File: config.mk
export PLATFORM = sky130hd
export DESIGN_NAME = pipe_stage_skid
export DESIGN_NICKNAME = d
export VERILOG_FILES = /design/src/rtl/pipe_stage_skid.sv
export SDC_FILE = /design/constraint.sdc
export NUM_CORES = 1
export LEC_CHECK = 0
export ABC_CLOCK_PERIOD_IN_PS = 6610
export CAP_MARGIN = 20
export CORE_ASPECT_RATIO = 2
export CORE_MARGIN = 4
export CORE_UTILIZATION = 50
export CTS_CLUSTER_DIAMETER = 100
export DETAILED_ROUTE_END_ITERATION = 16
export PLACE_DENSITY = 0.88
export SKIP_LAST_GASP = 1
export SLEW_MARGIN = 5
export SYNTH_ARGS = -nofsm -noshare
export SYNTH_HDL_FRONTEND = slang
export SYNTH_SLANG_ARGS = --single-unit
File: constraint.sdc
create_clock -name clk -period 6.61 [get_ports clk]
set_input_delay 1.983 -clock clk [delete_from_list [all_inputs] [get_ports clk]]
set_output_delay 1.983 -clock clk [all_outputs]
set_load 0.02 [all_outputs]
File: src/rtl/pipe_stage_skid.sv
// pipe_stage_skid
//   Generic valid/ready pipeline stage with a one-entry skid buffer. The
//   upstream ready is a function of flops only, which breaks the ready chain
//   between stages. A synchronous flush squashes held entries and zeroes the
//   control bits selected by CTRL_MASK. Two saturating counters report stall
//   cycles and bubble cycles.
//
// Ports
//   clk, reset            rising-edge clock, synchronous active-high reset
//   in_valid/in_ready     upstream handshake (in_ready is registered)
//   in_data               upstream payload, WIDTH bits
//   flush                 squash all held entries this cycle
//   out_valid/out_ready   downstream handshake
//   out_data              payload of the oldest entry (main register)
//   stall_cnt             cycles with out_valid=1, out_ready=0 (saturating)
//   bubble_cnt            cycles with out_valid=0, flush=0 (saturating)
module pipe_stage_skid #(
    parameter int               WIDTH     = 128,
    parameter logic [WIDTH-1:0] CTRL_MASK = {WIDTH{1'b1}},
    parameter int               CNT_W     = 16
) (
    input  logic             clk,
    input  logic             reset,
    input  logic             in_valid,
    output logic             in_ready,
    input  logic [WIDTH-1:0] in_data,
    input  logic             flush,
    output logic             out_valid,
    input  logic             out_ready,
    output logic [WIDTH-1:0] out_data,
    output logic [CNT_W-1:0] stall_cnt,
    output logic [CNT_W-1:0] bubble_cnt
);

    // Encoding is {skid_v, main_v}; 2'b10 is unreachable.
    typedef enum logic [1:0] {
        EMPTY = 2'b00,
        ONE   = 2'b01,
        TWO   = 2'b11
    } state_t;

    state_t           r_state;
    state_t           w_nxt_state;
    logic [WIDTH-1:0] r_main_data;
    logic [WIDTH-1:0] r_skid_data;
    logic [CNT_W-1:0] r_stall_cnt;
    logic [CNT_W-1:0] r_bubble_cnt;

    logic w_main_v;
    logic w_skid_v;
    logic w_accept;
    logic w_drain;
    logic w_load_main_in;
    logic w_load_main_skid;
    logic w_load_skid;

    assign w_main_v = r_state[0];
    assign w_skid_v = r_state[1];
    assign w_accept = in_valid & ~w_skid_v;
    assign w_drain  = w_main_v & out_ready;

    always_comb begin
        w_nxt_state      = r_state;
        w_load_main_in   = 1'b0;
        w_load_main_skid = 1'b0;
        w_load_skid      = 1'b0;
        case (r_state)
            EMPTY: begin
                if (w_accept) begin
                    w_nxt_state    = ONE;
                    w_load_main_in = 1'b1;
                end
            end
            ONE: begin
                if (w_accept && w_drain) begin
                    w_load_main_in = 1'b1;
                end else if (w_accept) begin
                    w_nxt_state = TWO;
                    w_load_skid = 1'b1;
                end else if (w_drain) begin
                    w_nxt_state = EMPTY;
                end
            end
            TWO: begin
                // in_ready is low here, so only a drain can move the state.
                if (w_drain) begin
                    w_nxt_state      = ONE;
                    w_load_main_skid = 1'b1;
                end
            end
            default: w_nxt_state = EMPTY;
        endcase
    end

    always_ff @(posedge clk) begin
        if (reset) begin
            r_state      <= EMPTY;
            r_main_data  <= '0;
            r_skid_data  <= '0;
            r_stall_cnt  <= '0;
            r_bubble_cnt <= '0;
        end else begin
            if (flush) begin
                // Flush wins over any accept/drain; control bits are cleared
                // so a squashed entry can never look like a live instruction.
                r_state     <= EMPTY;
                r_main_data <= r_main_data & ~CTRL_MASK;
                r_skid_data <= r_skid_data & ~CTRL_MASK;
            end else begin
                r_state <= w_nxt_state;
                if (w_load_main_in)
                    r_main_data <= in_data;
                else if (w_load_main_skid)
                    r_main_data <= r_skid_data;
                if (w_load_skid)
                    r_skid_data <= in_data;
            end

            if (w_main_v && !out_ready && (r_stall_cnt != '1))
                r_stall_cnt <= r_stall_cnt + CNT_W'(1);
            if (!w_main_v && !flush && (r_bubble_cnt != '1))
                r_bubble_cnt <= r_bubble_cnt + CNT_W'(1);
        end
    end

    assign in_ready   = ~w_skid_v;
    assign out_valid  = w_main_v;
    assign out_data   = r_main_data;
    assign stall_cnt  = r_stall_cnt;
    assign bubble_cnt = r_bubble_cnt;

endmodule

# Word-level counts from Yosys, hierarchy flattened
# Index checks and enable logic that the tools add are counted.
[word_totals] ff_bits=290 in_bits=133 elab_cells=45
[op_classes] addsub=2 n_eq_ne=8 n_mux=15 bitwise_logic=3 n_reduce_logical=12
[ops] op="2-to-1 mux 128 bit" n=2
[ops] op="adder 16 x 1 -> 16 bit, second input constant" n=2
[ops] op="inequality test 16 bit, second input constant" n=2
[ops] op="2-to-1 mux 2 bit" n=5
[ops] op="2-to-1 mux 1 bit" n=6
[ops] op="inequality test 2 bit, second input constant" n=3
[ops] op="one-hot mux 2 bit (3 select lines)" n=1
[ops] op="logical AND 1 bit" n=5
[ops] op="AND reduction 4 bit" n=1
[ops] op="logical NOT 1 bit" n=3
[ops] op="inequality test 3 bit, second input constant" n=1
[ops] op="AND 1 bit" n=2
[ops] op="equality test 2 x 1 -> 1 bit, second input constant" n=1
[ops] op="equality test 2 bit, second input constant" n=1
[ops] op="logical NOT 2 bit" n=1
[ops] op="one-hot mux 1 bit (2 select lines)" n=1
[ops] op="nonzero test 2 bit" n=1
[ops] op="OR reduction 2 bit" n=1
[ops] op="NOT 1 bit" n=1

# Depth between registers and ports, before layout
[depth] depth_word=6 ltp_mapped=8 ltp_nobuf=6

# Worst setup path after synthesis
# OpenSTA, ideal clock, no wires.
[synth_path] kind="input-to-reg" start="input flush" end="register r_bubble_cnt[15] (netlist: bubble_cnt[15])" arrival_ps=3437 required_ps=6540 slack_ps=3102 stages=5 n_path_buf=1 cell_sequence="or2_1 > buf_2 > or4b_4 > or4_1 > a21oi_1"
[synth_via] elab_chain_cells=3
[synth_rtl] element="from (decl)" line="27" rtl="input logic flush,"
[synth_rtl] element="logical NOT 1 bit" line="121" rtl="if (!w_main_v && !flush && (r_bubble_cnt != '1))"
[synth_rtl] element="logical AND 1 bit (2 in series)" line="121"
[synth_rtl] element="to (signal assigned)" line="122" rtl="r_bubble_cnt <= r_bubble_cnt + CNT_W'(1);"
[synth_rtl] element="to (decl)" line="47" rtl="logic [CNT_W-1:0] r_bubble_cnt;"
# Every way passes these cells.
# A chain may end at the register's enable or synchronous reset.

# Final worst setup path
[layout_path] start="input out_ready" end="register r_stall_cnt[15] (netlist: stall_cnt[15])"
[layout_via] elab_chain_cells=3
[layout_rtl] element="from (decl)" line="29" rtl="input logic out_ready,"
[layout_rtl] element="logical NOT 1 bit" line="119" rtl="if (w_main_v && !out_ready && (r_stall_cnt != '1))"
[layout_rtl] element="logical AND 1 bit (2 in series)" line="119"
[layout_rtl] element="to (signal assigned)" line="120" rtl="r_stall_cnt <= r_stall_cnt + CNT_W'(1);"
[layout_rtl] element="to (decl)" line="46" rtl="logic [CNT_W-1:0] r_stall_cnt;"
# Every way passes these cells.

==> run_results.csv <==
group,metric,value,unit
detailed_routing,ant_nets,0,
detailed_routing,drc,0,
clock_tree,ctsHtreeMaxLevel,1,
place,hpwl,21.87,mm
critical_path,cp_max_fo,21,
min_path,hold_path_class,"flip-flop to flip-flop",
yosys,async_reset_ff_share,0,%
yosys,synth_seq_cells,290,
pwr,p_leak,6.091,nW
critical_path,worstPathCellList,"clkdlybuf4s50_1 -> nand2b_1 -> or4_1 -> nor4_1 -> mux2_2",
timing,final.setup.tns,0,ps
global_routing,grt_overflow_total,0,
yosys,synth.distinct_cells,41,
clock_tree,clock_latency,530,ps
critical_path,endpoint_kind,"flip-flop",
clock_tree,clk_pin_slew_worst_paths,70,ps
final_layout,area_growth,34.18,%
detailed_routing,vias,10780,
clock_tree,cts_buffers,26,
timing,worst_slew_pin_slew,1031,ps
critical_path,critical_path_class,"input port to flip-flop",
global_routing,top_usage_layer,"met2",
die,fp.dieH,224.5,um
place,routabilityCongestion,0.9289,
final_layout,drive_above_1_share,4.890,%
die,dieArea,26100,um2
timing,setup_viol,0,
critical_path,worstPathRequired,7030,ps
timing,min_period_over_period,62.63,%
timing,slew_viol_final,0,
pwr,power.density,243.8,nW/um2
die,core.rowCount,79,
detailed_routing,totalWireLength,33.37,mm
yosys,syn_area,11720,um2
global_routing,grt_pass1_vias,10830,
final_layout,finalNetCount,1715,
clock_tree,cts_tree,"done",
yosys,synth_edf_count,0,
timing,rsz0062_at_grt,"false",
pwr,peakVddDrop,0.2316,mV
die,initial_utilization,50.44,%
yosys,yosys-top-cells-area,"dfxtp_1 50%, mux2i_1 11%, nand2_1 8.5%",
yosys,avgSynthCellArea,8.680,um2
global_routing,met2_usage,43.67,%
clock_tree,clock-sinks,290,
place,pre_cts_ws,1968,ps
yosys,syn_nets,1489,
timing,fin_ws,2470,ps
detailed_routing,post_drt_via_cell_ratio,5.730,
yosys,synth_common_cells,"290 x dfxtp_1, 265 x nand2_1, 154 x a21oi_1",
die,placeableCoreArea,23230,um2
critical_path,critical-path-max-stage-delay,730,ps
clock_tree,cts-root-buf,"clkbuf_16",
critical_path,cpMaxStageDelayCell,"or4_1",
clock_tree,cts_buffer_depth,3,
yosys,ys_seq_area_share,49.55,%
global_routing,use_met1,27.35,%
yosys,yosys.area.top_type,"dfxtp_1",
die,num_io_pins,295,
clock_tree,holdBufCountCts,0,
die,die_x,116.2,um
yosys,yosys.area.top_type_share,49.55,%
global_routing,grt_usage,24.95,%
clock_tree,cts_resized,0,
yosys,ys_warn_count,0,
detailed_routing,wl_per_cell,17.74,um
critical_path,crit_path_start_kind,"input port",
timing,max_freq,241.6,MHz
detailed_routing,drtPass1Iterations,5,
timing,period_needed,4140,ps
yosys,yosysMostFrequentCell,"dfxtp_1",
yosys,synth_flop_cell,"dfxtp_1",
flow_run,cap_viol_max_count,0,
timing,relSlewSlack,30.62,%
yosys,netlist_instances,1350,
place,io_buffers,294,
timing,worst_clock_skew,12.81,ps
detailed_routing,drtIter0Drc,671,
clock_tree,postCtsSetupRepairBufs,0,
outcome,outcome,"complete, no violations",
global_routing,grt_pass1_wl,53.56,mm
global_routing,antenna_found_initial,3,
global_routing,grt_max_degree,133,
global_routing,gr-usage-met3,6.489,%
timing,hold_viol_final,0,
critical_path,worstPathArrival,4560,ps
-- placed cells by master (no fill, tap or decap), drive strengths merged --
cell / netlist / routed
clkbuf: 89 / 33
nand3: 19 / 19
nor4: 4 / 4
nor2: 139 / 139
clkinv: 0 / 9
bufinv: 0 / 3
nor2b: 7 / 7
buf: 21 / 14
nor3: 7 / 7
a2111o: 1 / 1
nand2: 265 / 265
mux2: 5 / 5
o31ai: 13 / 13
ha: 6 / 6
or2: 4 / 4
or4: 17 / 17
a2bb2oi: 1 / 1
diode: 0 / 3
a211oi: 128 / 128
o311a: 1 / 1
nand4: 6 / 6
nand2b: 4 / 4
a21boi: 1 / 1
or3: 7 / 7
inv: 5 / 5
nand3b: 2 / 2
o21ai: 9 / 9
mux2i: 129 / 129
a22o: 1 / 1
and3: 2 / 2
and4: 5 / 5
clkdlybuf4s50: 0 / 294
a21oi: 154 / 154
dfxtp: 290 / 290
or4b: 1 / 1
clkinvlp: 0 / 2
a311oi: 1 / 1
a31oi: 2 / 2
o41ai: 3 / 3
o21a: 1 / 1
-- kinds of logic (layout without fill, tap and decap cells) --
| logic type | after synthesis | count (layout) | synth area share, % |
|---|---|---|---|
| AND/OR/NAND/NOR | 489 | 489 | 17.68 |
| AO/OA/AOI/OAI | 316 | 316 | 16.86 |
| flip-flops | 290 | 290 | 49.55 |
| multiplexers | 134 | 134 | 11.50 |
| buffers and inverters | 115 | 360 | 3.769 |
| adder cells (fa/ha/maj) | 6 | 6 | 0.6407 |
| other | 0 | 3 | 0 |
-- sequential cells by signal, summed over array words and instances (netlist names) --
register / flops
bubble_cnt: 16
out_data: 128
r_skid_data: 128
r_state: 2
stall_cnt: 16
-- through the flow --
| stage | utilization, % | instance area [um2] | hold slack (ps) | power, mW | instances |
|---|---|---|---|---|---|
| 2_1_floorplan | - | 11720 | 435.7 | 2.060 | 1350 |
| 5_1_grt | 67.69 | 15720 | 469.5 | 3.974 | 1881 |
| 3_3_place_gp | 63.75 | 14810 | 440.3 | 2.272 | 1831 |
| 6_report | 67.69 | 15720 | 454.1 | 3.834 | 1881 |
| 3_5_place_dp | 63.75 | 14810 | 445.6 | 2.283 | 1831 |
| 4_1_cts | 67.65 | 15720 | 454.6 | 3.872 | 1878 |
-- power by group --
group | internal, mW | leakage, nW | switching [mW]
combinational | 0.193 | 3.29 | 0.230
sequential | 1.79 | 2.35 | 0.0309
clock | 0.920 | 0.448 | 0.665
-- worst paths after layout --
path                            slack [ps]          endpoint  depth (start not counted)              from
worst max-delay path                  2470     stall_cnt[15]                          5         out_ready
worst min-delay path                   450  r_skid_data[123]                          2  r_skid_data[123]
worst max register to register        3710      out_data[45]                          5        r_state[0]
worst min register to register         450  r_skid_data[123]                          2  r_skid_data[123]
-- final cells by class --
type                       count  area [um2]
clock buffer                  33       748.2
sequential                   290        5806
multi-input combinational    945        5520
antenna                        3       7.507
clock inverter                14       157.7
tap                          283       354.1
inverter                       5       18.77
timing repair buffer         308        3110
fill                        1716        7506
-- worst max-delay path, delay by kind of cell --
family	cells	cell delay (ps)
multiplexers	1	370
AND/OR/NAND/NOR	3	1590
buffers and inverters	1	600
-- layer usage --
metal  vias to the layer above  part of all wire, %
met1                      5100                   36
li1                       5174                    -
met4                         0                  5.4
met2                       402                   52
met5                         -                    0
met3                       102                  7.1
Note: power is estimated with default switching activity, not from simulation.
==> RTL edit: new RTL, same flow settings <==
Reset style: asynchronous (`reset`), changed in one clocked block. Comments in the files are not updated.
--- a/src/rtl/pipe_stage_skid.sv
+++ b/src/rtl/pipe_stage_skid.sv
@@ -94,3 +94,3 @@
 
-    always_ff @(posedge clk) begin
+    always_ff @(posedge clk or posedge reset) begin
         if (reset) begin
Function: differs if reset is asserted again (counterexample within 4 cycles, from zero or initial values and one cycle with reset high); with reset held inactive, the same outputs for 4 cycles.
==> RTL edit against the unedited design <==
Routed wire length grew 9.8%. Setup slack got worse by 54 ps. Sequential cell count unchanged. Final cell count grew 0.80%. Area after synthesis is 11% higher. Design area increased by 8.5%. Largest cell class unchanged.
Power is not compared: it rests on default switching activity, and its combinational part moved more than twofold at a synthesized area within 25%.
==> RTL edit: results (changes against the unedited design) <==
| Metric | Value |
|---|---|
| Drt first pass iters | 8 (+3) |
| Post-DP HPWL | 23.89 mm (+9.2%) |
| Skew final | 16.67 ps (+3.851 ps) |
| Synth cell types | 41 (unchanged) |
| First-pass GRT wire length | 58.79 mm (+9.8%) |
| Routed wire length | 36.65 mm (+9.8%) |
| Met3 Usage GRT | 4.463% (-2.0 points) |
| Post-synth ARST share | 100.0% (+100 points) |
| Met2 WL post-DR | 19.10 mm (+10%) |
| Vias in the first global route | 11,384 (+5.2%) |
| Max incr delay on CP | 840 ps (+110 ps) |
| Final hold vios | 0 (unchanged) |
| Met1 usage in global routing | 28.04% (+0.69 points) |
| Worst EP arrival | 4600 ps (+40 ps) |
| Critical path's top delay family | buffers and inverters |
| GRT Total Usage | 25.23% (+0.28 points) |
| Reg2Reg Setup Slack | 3590 ps (-120 ps) |
| Clk slew on worst S/H paths | 70 ps (about the same) |
| Antenna cell count | 0 (-3) |
| Fraction of final layout cells sized beyond drive strength 1 | 4.563% (-0.33 points) |
| Final Wtd Congestion | 0.8613 (-7.3%) |
| Slowest cell on crit path | buf_4 |
| CTS buffer count | 26 (unchanged) |
| Setup TNS | 0 ps (unchanged) |
| Final net count | 1,675 (-2.3%) |
| Commonest cells post-synth | dfrtp_1, nand2_1, nor2_1, a21oi_1, a211oi_1 |
| DR WL met3 | 2.154 mm (-8.9%) |
| Yosys warns | 0 (unchanged) |
| Largest net degree at the start of global routing | 257 (+93%) |
| Outcome | completed |
| Worst-Skew Late Latency | approximately 540 ps |
| Ranking of synthesized cells by area | dfrtp_1, mux2i_1, nand2_1 |
| Root Buffer | clkbuf_16 |
| Iteration-0 DRC count of the detailed router | 862 (+28%) |
| Syn Area/Cell | 9.973 µm² (+15%) |
| Mean routed wirelength per cell | 19.33 µm (+9.0%) |
| Wl on met1 | 12.71 mm (+7.0%) |
| Met2 Use GR | 43.57% (-0.10 points) |
| Dpl cells | 1,846 (+0.82%) |
| Worst Max-Slew Pin Slew | 1322 ps (+290.7 ps) |
| Antenna violations before repair | 0 (-3) |
| Syn Nets | 1,441 (-3.2%) |
| Maximum vdd drop | 273.9 µV |
| Crit-path max FO | 53 (+150%) |
| Sequential fraction of the synthesis area | 55.89% (+6.3 points) |
| Vias/cell | 5.766 (+0.64%) |
RTL edit: cell type report:
| class | instances | area (µm²) |
|---|---|---|
| fill | 1901 | 8586 |
| sequential | 290 | 7257 |
| multi-input combinational | 903 | 5326 |
| timing repair buffer | 307 | 3139 |
| clock buffer | 38 | 777.0 |
| tap | 340 | 425.4 |
| clock inverter | 10 | 106.4 |
| inverter | 8 | 33.78 |
RTL edit: report_power, final:
group          internal (µW)  total, µW  switching, µW
logic                    840       1960           1120
registers               2120       2410            286
clock network            895       1560            669
total                   3860       5930           2070
RTL edit: path summary, 6_finish.rpt:
check | endpoint | depth (start not counted) | start
worst max-delay path | out_data[65] | 5 | out_ready
worst min-delay path | bubble_cnt[8] | 1 | bubble_cnt[8]
worst max register to register | out_data[65] | 5 | r_state[0]
worst min register to register | bubble_cnt[8] | 1 | bubble_cnt[8]
max in group asynchronous | r_skid_data[90] | 4 | reset
min in group asynchronous | stall_cnt[6] | 2 | reset
RTL edit: cell families after synthesis:
kind of cell	after synthesis	share of synthesized area, %
xor+xnor	26	1.754
simple gates	459	14.45
flops	290	55.89
fa+ha+maj	6	0.5781
mux	134	10.38
buf+inv	109	3.459
compound gates	278	13.49
RTL edit: metrics by stage:
stage / worst slack [ps] / utilization [%] / hold slack (ps) / power [µW] / cell area (µm²)
final: 2417 / 66.53 / 508.2 / 5932 / 17070
after global routing: 2276 / 66.53 / 526.6 / 6214 / 17070
after CTS: 2413 / 66.34 / 510.6 / 5959 / 17020
after detailed placement: 1863 / 62.90 / 497.8 / 4379 / 16130
after global placement: 1990 / 62.90 / 503.0 / 4301 / 16130
after floorplan: 779.8 / - / 500.6 / 3455 / 12990
